[config.mk]
export PLATFORM = sky130hd
export DESIGN_NAME = para_setting_gen_flat
export DESIGN_NICKNAME = d
export VERILOG_FILES = /design/src/rtl/para_setting_if.sv /design/src/rtl/para_setting_gen.sv /design/src/flat_wrapper.sv
export SDC_FILE = /design/constraint.sdc
export NUM_CORES = 1
export LEC_CHECK = 0
export ABC_AREA = 1
export CORE_ASPECT_RATIO = 1.75
export CORE_MARGIN = 2
export CORE_UTILIZATION = 55
export CTS_CLUSTER_SIZE = 16
export DETAILED_ROUTE_END_ITERATION = 8
export HOLD_SLACK_MARGIN = 0.03
export PLACE_DENSITY = 0.77
export SLEW_MARGIN = 20
export SYNTH_ARGS = -nofsm -noshare
export SYNTH_HDL_FRONTEND = slang
export SYNTH_SLANG_ARGS = --single-unit
[constraint.sdc]
create_clock -name clk -period 2.7 [get_ports clk]
set_input_delay 0.54 -clock clk [delete_from_list [all_inputs] [get_ports clk]]
set_output_delay 0.54 -clock clk [all_outputs]
set_load 0.05 [all_outputs]
[src/rtl/para_setting_if.sv]
// Parameter-setting receiver bus: MCU frame-start/control code, UART RX byte
// stream, UART TX reply handshake and the committed parameter/strobe outputs.
// Ports: para_setting_flag/ctrl_code, rx_data/rx_ok, tx_idle/tx_data/start_tx,
//        para_out/para_cs, set_para_done, para_err, module_run_flag.
interface para_setting_if #(
  parameter int NUM_PARA = 6
);
  logic                     para_setting_flag;
  logic [7:0]               ctrl_code;
  logic [7:0]               rx_data;
  logic                     rx_ok;
  logic                     tx_idle;
  logic [7:0]               tx_data;
  logic                     start_tx;
  logic [NUM_PARA*32-1:0]   para_out;
  logic [NUM_PARA-1:0]      para_cs;
  logic                     set_para_done;
  logic                     para_err;
  logic                     module_run_flag;

  // Environment side: MCU front end, UART RX/TX and config-register consumer.
  modport master (
    output para_setting_flag, ctrl_code, rx_data, rx_ok, tx_idle,
    input  tx_data, start_tx, para_out, para_cs, set_para_done, para_err,
           module_run_flag
  );

  // Receiver side.
  modport slave (
    input  para_setting_flag, ctrl_code, rx_data, rx_ok, tx_idle,
    output tx_data, start_tx, para_out, para_cs, set_para_done, para_err,
           module_run_flag
  );
endinterface

[src/rtl/para_setting_gen.sv]
// Parameter-setting receiver: captures NUM_PARA 32-bit slots from a UART frame,
// verifies length/checksum/end code, commits atomically and strobes changed slots,
// then replies OK/ERR over UART TX.
// Ports: clk, rst_n (async active-low), bus (para_setting_if.slave) carrying the
//        frame-start/control code, UART RX/TX handshake and committed outputs.
module para_setting_gen #(
  parameter int         NUM_PARA     = 6,
  parameter logic [7:0] START_CODE   = 8'hAA,
  parameter logic [7:0] END_CODE     = 8'h55,
  parameter int         CS_HOLD      = 20,
  parameter int         TIMEOUT_CYC  = 1000000,
  parameter bit         FORCE_ALL_CS = 1'b0
) (
  input logic           clk,
  input logic           rst_n,
  para_setting_if.slave bus
);

  localparam int PAY_BYTES = NUM_PARA * 4;
  localparam int PW        = NUM_PARA * 32;
  localparam int IDX_W     = $clog2(PW);

  localparam logic [6:0]  PAY_LAST = 7'(PAY_BYTES - 1);
  localparam logic [15:0] LEN_EXP  = 16'(PAY_BYTES);
  localparam logic [7:0]  CS_LAST  = 8'(CS_HOLD - 1);
  localparam logic [31:0] TMO_LAST = 32'(TIMEOUT_CYC - 1);

  typedef enum logic [3:0] {
    S_IDLE,
    S_RX_LEN,
    S_RX_PAY,
    S_RX_CRC,
    S_RX_END,
    S_CHECK,
    S_COMMIT,
    S_CS,
    S_REPLY
  } state_t;

  // Per-byte reply handshake: present tx_data, fire start_tx once the UART is
  // idle, then wait for the UART to report completion.
  typedef enum logic [1:0] {
    TX_LOAD,
    TX_FIRE,
    TX_WAIT
  } tx_ph_t;

  state_t            state, state_nxt;
  tx_ph_t            tx_ph;

  logic [2:0]        rx_sync;
  logic [2:0]        idle_sync;
  logic              byte_ev;
  logic              tx_idle_s;
  logic              tx_rise;

  logic [7:0]        ctrl_lat;
  logic [7:0]        sum;
  logic [6:0]        byte_cnt;
  logic [7:0]        len_lo, len_hi;
  logic [7:0]        crc_b, end_b;
  logic [PW-1:0]     shadow;
  logic [PW-1:0]     para_out_r;
  logic [NUM_PARA-1:0] changed_c, changed_r;
  logic [7:0]        cs_cnt;
  logic [31:0]       tmo_cnt;
  logic [7:0]        status;
  logic [2:0]        tx_cnt;
  logic [7:0]        tx_data_r;
  logic              start_tx_r;
  logic              run_flag;

  logic              in_rx;
  logic              tmo_hit;
  logic              frame_ok;
  logic              tx_done;
  logic              last_done;
  logic [7:0]        reply_byte;
  logic [7:0]        reply_ck;
  logic [IDX_W-1:0]  pay_bit;

  logic              para_err_c;
  logic              set_done_c;
  logic [NUM_PARA-1:0] cs_c;

  // ---------------------------------------------------------------------------
  // Synchronisers. Index [1] is the synchronised level, [2] its one-cycle delay
  // used for rising-edge detection.
  // ---------------------------------------------------------------------------
  always_ff @(posedge clk or negedge rst_n) begin
    if (!rst_n) begin
      rx_sync   <= '0;
      idle_sync <= '0;
    end else begin
      rx_sync   <= {rx_sync[1:0], bus.rx_ok};
      idle_sync <= {idle_sync[1:0], bus.tx_idle};
    end
  end

  assign byte_ev   = rx_sync[1] & ~rx_sync[2];
  assign tx_idle_s = idle_sync[1];
  assign tx_rise   = idle_sync[1] & ~idle_sync[2];

  assign in_rx   = (state == S_RX_LEN) || (state == S_RX_PAY) ||
                   (state == S_RX_CRC) || (state == S_RX_END);
  // A byte arriving in the last allowed cycle still counts.
  assign tmo_hit = in_rx && !byte_ev && (tmo_cnt == TMO_LAST);

  assign frame_ok = ({len_hi, len_lo} == LEN_EXP) &&
                    (crc_b == ~sum) &&
                    (end_b == END_CODE);

  // Only an idle rising edge seen while waiting on our own start_tx counts.
  assign tx_done   = (state == S_REPLY) && (tx_ph == TX_WAIT) && tx_rise;
  assign last_done = tx_done && (tx_cnt == 3'd6);

  // Little-endian payload: byte k lands at bit 8k, i.e. slot k/4, lane k%4.
  assign pay_bit = IDX_W'({byte_cnt, 3'b000});

  always_comb begin
    changed_c = '0;
    for (int i = 0; i < NUM_PARA; i++) begin
      changed_c[i] = FORCE_ALL_CS || (shadow[32*i +: 32] != para_out_r[32*i +: 32]);
    end
  end

  assign reply_ck = ~(ctrl_lat + 8'h01 + 8'h00 + status);

  always_comb begin
    reply_byte = START_CODE;
    case (tx_cnt)
      3'd0:    reply_byte = START_CODE;
      3'd1:    reply_byte = ctrl_lat;
      3'd2:    reply_byte = 8'h01;
      3'd3:    reply_byte = 8'h00;
      3'd4:    reply_byte = status;
      3'd5:    reply_byte = reply_ck;
      default: reply_byte = END_CODE;
    endcase
  end

  // ---------------------------------------------------------------------------
  // FSM
  // ---------------------------------------------------------------------------
  always_ff @(posedge clk or negedge rst_n) begin
    if (!rst_n) state <= S_IDLE;
    else        state <= state_nxt;
  end

  always_comb begin
    state_nxt  = state;
    para_err_c = 1'b0;
    set_done_c = 1'b0;
    cs_c       = '0;
    case (state)
      S_IDLE: begin
        if (bus.para_setting_flag) state_nxt = S_RX_LEN;
      end
      S_RX_LEN: begin
        if (tmo_hit) begin
          state_nxt  = S_REPLY;
          para_err_c = 1'b1;
        end else if (byte_ev && byte_cnt == 7'd1) begin
          state_nxt = S_RX_PAY;
        end
      end
      S_RX_PAY: begin
        if (tmo_hit) begin
          state_nxt  = S_REPLY;
          para_err_c = 1'b1;
        end else if (byte_ev && byte_cnt == PAY_LAST) begin
          state_nxt = S_RX_CRC;
        end
      end
      S_RX_CRC: begin
        if (tmo_hit) begin
          state_nxt  = S_REPLY;
          para_err_c = 1'b1;
        end else if (byte_ev) begin
          state_nxt = S_RX_END;
        end
      end
      S_RX_END: begin
        if (tmo_hit) begin
          state_nxt  = S_REPLY;
          para_err_c = 1'b1;
        end else if (byte_ev) begin
          state_nxt = S_CHECK;
        end
      end
      S_CHECK: begin
        if (frame_ok) begin
          state_nxt = S_COMMIT;
        end else begin
          state_nxt  = S_REPLY;
          para_err_c = 1'b1;
        end
      end
      S_COMMIT: state_nxt = S_CS;
      S_CS: begin
        cs_c = changed_r;
        if (cs_cnt == CS_LAST) state_nxt = S_REPLY;
      end
      S_REPLY: begin
        if (last_done) begin
          state_nxt  = S_IDLE;
          set_done_c = (status == 8'hFF);
        end
      end
      default: state_nxt = S_IDLE;
    endcase
  end

  // ---------------------------------------------------------------------------
  // Datapath
  // ---------------------------------------------------------------------------
  always_ff @(posedge clk or negedge rst_n) begin
    if (!rst_n) begin
      ctrl_lat   <= '0;
      sum        <= '0;
      byte_cnt   <= '0;
      len_lo     <= '0;
      len_hi     <= '0;
      crc_b      <= '0;
      end_b      <= '0;
      shadow     <= '0;
      para_out_r <= '0;
      changed_r  <= '0;
      cs_cnt     <= '0;
      tmo_cnt    <= '0;
      status     <= '0;
      tx_cnt     <= '0;
      tx_ph      <= TX_LOAD;
      tx_data_r  <= '0;
      start_tx_r <= 1'b0;
      run_flag   <= 1'b0;
    end else begin
      start_tx_r <= 1'b0;

      if (in_rx) begin
        if (byte_ev) tmo_cnt <= '0;
        else         tmo_cnt <= tmo_cnt + 32'd1;
      end

      case (state)
        S_IDLE: begin
          if (bus.para_setting_flag) begin
            ctrl_lat <= bus.ctrl_code;
            sum      <= bus.ctrl_code;
            byte_cnt <= '0;
            tmo_cnt  <= '0;
            shadow   <= '0;
            status   <= 8'h00;
          end
        end
        S_RX_LEN: begin
          if (byte_ev) begin
            sum <= sum + bus.rx_data;
            if (byte_cnt == 7'd0) begin
              len_lo   <= bus.rx_data;
              byte_cnt <= 7'd1;
            end else begin
              len_hi   <= bus.rx_data;
              byte_cnt <= 7'd0;
            end
          end
        end
        S_RX_PAY: begin
          if (byte_ev) begin
            shadow[pay_bit +: 8] <= bus.rx_data;
            sum                  <= sum + bus.rx_data;
            byte_cnt             <= byte_cnt + 7'd1;
          end
        end
        S_RX_CRC: begin
          if (byte_ev) crc_b <= bus.rx_data;
        end
        S_RX_END: begin
          if (byte_ev) end_b <= bus.rx_data;
        end
        S_CHECK: begin
          status <= frame_ok ? 8'hFF : 8'h00;
        end
        S_COMMIT: begin
          para_out_r <= shadow;
          changed_r  <= changed_c;
          cs_cnt     <= '0;
        end
        S_CS: begin
          cs_cnt <= cs_cnt + 8'd1;
        end
        S_REPLY: begin
          case (tx_ph)
            TX_LOAD: begin
              tx_data_r <= reply_byte;
              tx_ph     <= TX_FIRE;
            end
            TX_FIRE: begin
              if (tx_idle_s) begin
                start_tx_r <= 1'b1;
                tx_ph      <= TX_WAIT;
              end
            end
            default: begin
              if (tx_done) begin
                tx_cnt <= tx_cnt + 3'd1;
                tx_ph  <= TX_LOAD;
              end
            end
          endcase
        end
        default: ;
      endcase

      // A timed-out frame never reaches commit; drop its partial payload.
      if (tmo_hit) shadow <= '0;

      if (state != S_REPLY && state_nxt == S_REPLY) begin
        run_flag <= 1'b1;
        tx_cnt   <= '0;
        tx_ph    <= TX_LOAD;
      end else if (last_done) begin
        run_flag <= 1'b0;
      end
    end
  end

  assign bus.tx_data         = tx_data_r;
  assign bus.start_tx        = start_tx_r;
  assign bus.para_out        = para_out_r;
  assign bus.para_cs         = cs_c;
  assign bus.set_para_done   = set_done_c;
  assign bus.para_err        = para_err_c;
  assign bus.module_run_flag = run_flag;

endmodule

[src/flat_wrapper.sv]
// flat-port wrapper written by rule: the top's interface ports become plain ports
module para_setting_gen_flat 
#(
  parameter int         NUM_PARA     = 6,
  parameter logic [7:0] START_CODE   = 8'hAA,
  parameter logic [7:0] END_CODE     = 8'h55,
  parameter int         CS_HOLD      = 20,
  parameter int         TIMEOUT_CYC  = 1000000,
  parameter bit         FORCE_ALL_CS = 1'b0
)
  (clk, rst_n, bus_para_setting_flag, bus_ctrl_code, bus_rx_data, bus_rx_ok, bus_tx_idle, bus_tx_data, bus_start_tx, bus_para_out, bus_para_cs, bus_set_para_done, bus_para_err, bus_module_run_flag);
  para_setting_if #(.NUM_PARA(NUM_PARA)) bus_i ();
  input logic clk;
  input logic rst_n;
  input wire logic [$bits(bus_i.para_setting_flag)-1:0] bus_para_setting_flag;
  input wire logic [$bits(bus_i.ctrl_code)-1:0] bus_ctrl_code;
  input wire logic [$bits(bus_i.rx_data)-1:0] bus_rx_data;
  input wire logic [$bits(bus_i.rx_ok)-1:0] bus_rx_ok;
  input wire logic [$bits(bus_i.tx_idle)-1:0] bus_tx_idle;
  output wire logic [$bits(bus_i.tx_data)-1:0] bus_tx_data;
  output wire logic [$bits(bus_i.start_tx)-1:0] bus_start_tx;
  output wire logic [$bits(bus_i.para_out)-1:0] bus_para_out;
  output wire logic [$bits(bus_i.para_cs)-1:0] bus_para_cs;
  output wire logic [$bits(bus_i.set_para_done)-1:0] bus_set_para_done;
  output wire logic [$bits(bus_i.para_err)-1:0] bus_para_err;
  output wire logic [$bits(bus_i.module_run_flag)-1:0] bus_module_run_flag;
  assign bus_i.para_setting_flag = bus_para_setting_flag;
  assign bus_i.ctrl_code = bus_ctrl_code;
  assign bus_i.rx_data = bus_rx_data;
  assign bus_i.rx_ok = bus_rx_ok;
  assign bus_i.tx_idle = bus_tx_idle;
  assign bus_tx_data = bus_i.tx_data;
  assign bus_start_tx = bus_i.start_tx;
  assign bus_para_out = bus_i.para_out;
  assign bus_para_cs = bus_i.para_cs;
  assign bus_set_para_done = bus_i.set_para_done;
  assign bus_para_err = bus_i.para_err;
  assign bus_module_run_flag = bus_i.module_run_flag;
  para_setting_gen #(.NUM_PARA(NUM_PARA), .START_CODE(START_CODE), .END_CODE(END_CODE), .CS_HOLD(CS_HOLD), .TIMEOUT_CYC(TIMEOUT_CYC), .FORCE_ALL_CS(FORCE_ALL_CS)) u_core (.clk(clk), .rst_n(rst_n), .bus(bus_i));
endmodule
**After elaboration in Yosys (flattened, before gate mapping)**

Index checks and enable logic that the tools add are counted.

- Add/sub/neg operators: 8
- Multipliers: 0
- Divide/modulo/power cells: 0
- Magnitude comparators: 0
- Equality and inequality tests: 40
- Shifts and indexed selects: 2
- Muxes and demuxes: 55
- Bitwise logic cells: 7
- Reductions and logical operators: 42

Operators with widths:

| operator | count |
|---|---|
| 2-to-1 mux 192 bit | 3 |
| case mux 192 bit (2 select lines) | 1 |
| bitwise mux 192 bit | 1 |
| != test 32 bit | 6 |
| variable shift 8 x 10 -> 192 bit, first input constant | 1 |
| indexed part select 8 x 10 -> 192 bit | 1 |
| 2-to-1 mux 32 bit | 4 |
| 2-to-1 mux 4 bit | 12 |
| case mux 8 bit (2 select lines) | 3 |
| case mux 8 bit (6 select lines) | 1 |
| case mux 4 bit (9 select lines) | 1 |
| adder 32 x 1 -> 32 bit, second input constant | 1 |
| == test 32 x 20 -> 1 bit, second input constant | 1 |
| 2-to-1 mux 8 bit | 4 |
| 2-to-1 mux 7 bit | 3 |
| case mux 7 bit (3 select lines) | 1 |
| AND reduction 3 bit | 6 |
| adder 8 x 1 -> 8 bit, second input constant | 2 |
| adder 8 bit | 2 |
| == test 16 x 5 -> 1 bit, second input constant | 1 |
| == test 4 x 3 -> 1 bit, second input constant | 4 |
| NOT 8 bit | 2 |
| 2-to-1 mux 3 bit | 4 |
| nonzero test 2 bit | 6 |
| 42 further kinds | 83 |

- Flip-flop bits (word level): 518
- Latch bits: 0
- Bits in writable memories: 0
- Memory bits (read-only): 0
- Bits of input ports: 21
- Output and inout bits: 210
- Memories: 0

**Depth between registers and ports, before layout**

- Depth after elaboration: 12
- Gate-level depth with buffers: 14
- Mapped depth without buffers: 13

**Worst setup path after synthesis**

OpenSTA, ideal clock, no wires.

- Path type: reg2out
- Start point: register u_core.state[1]
- End point: output bus_set_para_done
- Data arrival time: 2.316 ns
- Required time: 2.160 ns
- Slack: -0.156 ns
- Stages on the path, launching flop included: 5
- Path buffers: 1
- Cells stage by stage: dfrtp_1 -> buf_4 -> nor2_8 -> nand3_1 -> nor4_1

- Cells in the longest elaborated chain, start to end: 6

RTL lines:

| element | line | source |
|---|---|---|
| start, declared | para_setting_gen.sv:48 | `state_t state, state_nxt;` |
| start signal, assigned | para_setting_gen.sv:147 | `else state <= state_nxt;` |
| == test 4 bit * | para_setting_gen.sv:114, para_setting_gen.sv:155 |  |
| logical AND 1 bit (2 in a row) | para_setting_gen.sv:114 | `assign tx_done = (state == S_REPLY) && (tx_ph == TX_WAIT) && tx_rise;` |
| logical AND 1 bit | para_setting_gen.sv:115 | `assign last_done = tx_done && (tx_cnt == 3'd6);` |
| 2-to-1 mux 1 bit | para_setting_gen.sv:205 | `if (last_done) begin` |
| 2-to-1 mux 1 bit * | para_setting_gen.sv:155 | `case (state)` |
| end, declared | flat_wrapper.sv:24 | `output wire logic [$bits(bus_i.set_para_done)-1:0] bus_set_para_done;` |

Mark *: on every way between the ends. The rest lies on a longest branch, timed or not.

**Worst setup path in the final report**

- Start point: register u_core.tmo_cnt[0]
- End point: output bus_para_err

- Cells in the longest elaborated chain, start to end: 4

RTL lines:

| element | line | source |
|---|---|---|
| start, declared | para_setting_gen.sv:66 | `logic [31:0] tmo_cnt;` |
| start signal, assigned | para_setting_gen.sv:242 | `else tmo_cnt <= tmo_cnt + 32'd1;` |
| == test 32 x 20 -> 1 bit | para_setting_gen.sv:107 | `assign tmo_hit = in_rx && !byte_ev && (tmo_cnt == TMO_LAST);` |
| logical AND 1 bit | para_setting_gen.sv:107 |  |
| 2-to-1 mux 1 bit | -- |  |
| case mux 1 bit (2 select lines) | para_setting_gen.sv:155 |  |
| end, declared | flat_wrapper.sv:25 | `output wire logic [$bits(bus_i.para_err)-1:0] bus_para_err;` |

Every way passes these cells.

==> results.py <==
metrics = {
    "outcome": {
        "status": "finished, final reports clean",
    },
    "pwr": {
        "peakVddDrop_mv": 0.506,
        "p_comb_share_pct": 28.0,
        "power_frac_clock_pct": 32.0,
        "p_leak_uw": 0.0158,
        "seqPwrFrac_pct": 39.9,
        "swShare_pct": 35.8,
        "power_density_nw_per_um2": 680,
        "power_switching_uw": 7580,
        "internal_power_uw": 13600,
    },
    "timing": {
        "finalCritPeriodShare_pct": 97.3,
        "worst_pin_slew_ns": 0.900,
        "drv_slew": 0,
        "finClkSkew_ns": 0.0198,
        "maxSlewHeadroom_pct": 40.0,
        "fin_crit_ns": 2.63,
        "clock.fmax_ghz": 0.381,
        "hold_viol_final": 0,
        "rsz0062_at_grt": "false",
        "setup_slack_ns": 0.0724,
        "tns_ns": 0,
        "hold_ws_ns": 0.356,
        "setup_violations": 0,
    },
    "placed_design": {
        "dp_slack_ns": 0.0587,
        "place_congestion": 1.03,
        "placed_area_um2": 29500,
        "io_buffers": 230,
        "hpwl_mm": 63.8,
    },
    "detailed_routing": {
        "via_per_inst": 5.59,
        "vias": 23500,
        "dr.pass1.iters": 6,
        "post-route-drc-count": 0,
        "ant_nets": 0,
        "wl_per_cell_um": 20.1,
        "routed_wl_mm": 84.6,
        "drt_first_iter_violations": 1963,
    },
    "synthesis": {
        "syn_inst": 3295,
        "yosys_warnings": 0,
        "synthTopCellsByCount": "nand2_1, dfrtp_1, nand3_1",
        "syn-cell-area_um2": 25900,
        "ys_ff_latch": 511,
        "synthSimpleGateAreaFrac_pct": 32.4,
        "synth-main-ff-cell": "dfrtp_1",
        "yosys.area.top_type_share_pct": 49.4,
        "muxShareOfSynthArea_pct": 0,
        "avgSynthCellArea_um2": 7.86,
        "yosysUniqueCellTypes": 54,
        "synthTopCellsByArea": "dfrtp_1, nand2_1, nand3_1",
        "synth_edf_count": 0,
        "yosysMostFrequentCell": "nand2_1",
        "ys_async_sr_fraction_pct": 100,
        "synth_top_area_cell": "dfrtp_1",
        "ys_seq_area_share_pct": 49.4,
        "synth_xor_area_share_pct": 5.51,
        "synth-adder-area-share_pct": 1.41,
        "synth_compound_area_share_pct": 5.74,
        "syn_nets": 3344,
        "synth_top_family_by_area": "simple AND/OR/NAND/NOR gates",
    },
    "final_layout": {
        "final_nets": 3633,
        "final_cell_area_um2": 31200,
        "diodes": 0,
        "layout-drive-gt1-share_pct": 8.69,
        "post-route-util_pct": 66.9,
        "area_growth_pct": 20.5,
    },
    "critical_path": {
        "r2r_slack_ns": 0.13,
        "cp_top_family": "simple AND/OR/NAND/NOR gates",
        "critPathArrivalTime_ns": 2.09,
        "cp_cell_sequence": "ha_1, nand3_1, inv_2, nand4_1, nor2_2, nand3_4, nand2_4, buf_12",
        "crit_type": "register to primary output",
        "r2r_end": "u_core.shadow[0]",
        "crit_slowest_cell": "dfrtp_2",
        "worst-r2r-cell-count": 12,
        "r2r_start": "u_core.state[1]",
        "cp.required_ns": 2.16,
        "crit_path_start_kind": "register",
        "cp-end-kind": "primary output",
        "crit_buf_inv": 2,
        "crit_path_end": "bus_para_err",
        "cp.depth": 8,
        "crit_fanout": 5,
        "crit_start": "u_core.tmo_cnt[0]",
        "slowest_delay_ns": 0.40,
    },
    "die": {
        "coreArea_um2": 46600,
        "start_util_pct": 55.5,
        "die_w_um": 168,
        "dieArea_um2": 48900,
        "ios": 231,
        "rows": 105,
        "die_h_um": 291,
    },
    "clocking": {
        "cts_inserted_buffers": 47,
        "cts_tree": "yes",
        "clock_path_buffers": 3,
        "clk_pin_slew_worst_paths_ns": 0.07,
        "clkLatencyLatePin_ns": 0.57,
        "cts-root-buf": "clkbuf_16",
        "clock_sinks": 511,
        "htree_levels": 2,
    },
    "grt": {
        "grt_max_degree": 99,
        "grt_first_pass_wirelength_mm": 131,
        "grt_overflow_total": 0,
        "gr-usage-all-layers_pct": 34.8,
        "antenna_found_initial": 0,
        "grt_pass1_vias": 23700,
    },
    "min_path": {
        "hp-class": "register to register",
    },
    "flow_run": {
        "cap_violations": 0,
    },
}
## layout make-up
type | instances | area [µm²]
clock inverters | 21 | 250
clock buffers | 57 | 1260
inverters | 227 | 860
well taps | 588 | 736
flip-flops and latches | 511 | 12800
repair buffers | 355 | 3530
fillers | 3864 | 15400
multi-input cells | 2442 | 11800
## power groups by stage
stage	clock (µW)	combinational (µW)	sequential [µW]
after CTS	6880	5810	8460
after global placement	0	5660	8580
after floorplan	0	3880	8590
after global routing	7140	6510	8530
final	6800	5940	8470
after detailed placement	0	5770	8600
## stage by stage
step	total power, µW	instances
2_1_floorplan	12500	3295
6_report	21200	4201
3_3_place_gp	14200	4114
5_1_grt	22200	4201
4_1_cts	21200	4193
3_5_place_dp	14400	4114
## repair_timing
action                     in CTS  in global routing
setup endpoints to repair       8                102
pin swaps                       1                  4
hold buffers                    1                  0
setup buffers                   0                  8
resized for setup              12                 18
hold endpoints to repair       41                  0
## cell usage in the layout (no fill, tap or decap), types with 7 or more instances in the layout
cell                n
nor2_1            215
xor2_1             66
inv_1             216
nor2_4              7
nand2_1          1238
clkdlybuf4s50_1   221
buf_12             24
nand3b_1            7
dfrtp_1           506
nand2_2            12
nand3_1           285
o22ai_1            10
clkinv_2           10
clkbuf_16          47
or2_2              27
nor2_2             27
buf_4             107
o21ai_1            31
xnor2_1            97
a21oi_1            51
ha_1               26
o21ai_0           119
o21a_1             11
o21ai_2             8
nand4_1            58
nor3_1             87
## worst register-to-register path: cells and delay by family (launching register included)
family	cells	cell delay, ns
AO/OA/AOI/OAI	2	0.40
buffers and inverters	5	1.12
flip-flops	1	0.50
AND/OR/NAND/NOR	5	0.45
## state kept, by name (all words and copies together), names as in the netlist
name	cells
u_core.len_hi	8
u_core.bus.module_run_flag	1
u_core.bus.start_tx	1
u_core.idle_sync	3
u_core.byte_cnt	7
u_core.status	1
u_core.changed_r	6
u_core.cs_cnt	8
u_core.tx_ph	2
u_core.ctrl_lat	8
u_core.tmo_cnt	32
u_core.tx_cnt	3
u_core.bus.tx_data	8
u_core.end_b	8
u_core.state	4
u_core.bus.para_out	192
u_core.rx_sync	3
u_core.sum	8
u_core.crc_b	8
u_core.shadow	192
u_core.len_lo	8
## layer usage
| layer | GRT usage [%] | share of wire, % | vias to the layer above |
|---|---|---|---|
| met4 | 26.0 | 9.1 | 0 |
| met1 | 36.3 | 34 | 11200 |
| met5 | 0 | 0 | - |
| li1 | - | - | 11100 |
| met3 | 4.39 | 4.9 | 330 |
| met2 | 63.4 | 52 | 847 |
## worst min-delay path by stage
stage                                    from                    endpoint  slack, ns  cells past startpoint
after floorplan                         rst_n  u_core.bus.module_run_flag       0.24                      0
after global placement    u_core.idle_sync[0]         u_core.idle_sync[1]       0.33                      0
after global routing      u_core.idle_sync[0]         u_core.idle_sync[1]       0.37                      0
after CTS                 u_core.idle_sync[0]         u_core.idle_sync[1]       0.36                      0
final                     u_core.idle_sync[0]         u_core.idle_sync[1]       0.36                      0
after detailed placement  u_core.idle_sync[0]         u_core.idle_sync[1]       0.34                      0
## kinds of logic after synthesis
kind of cell | count (synthesis)
and+or+nand+nor | 1987
AOI/OAI and AO/OA | 264
adders and majority gates | 28
xor gates and xnor gates | 163
buffers and inverters | 342
DFF | 511
Note: power is estimated with default switching activity, not from simulation.
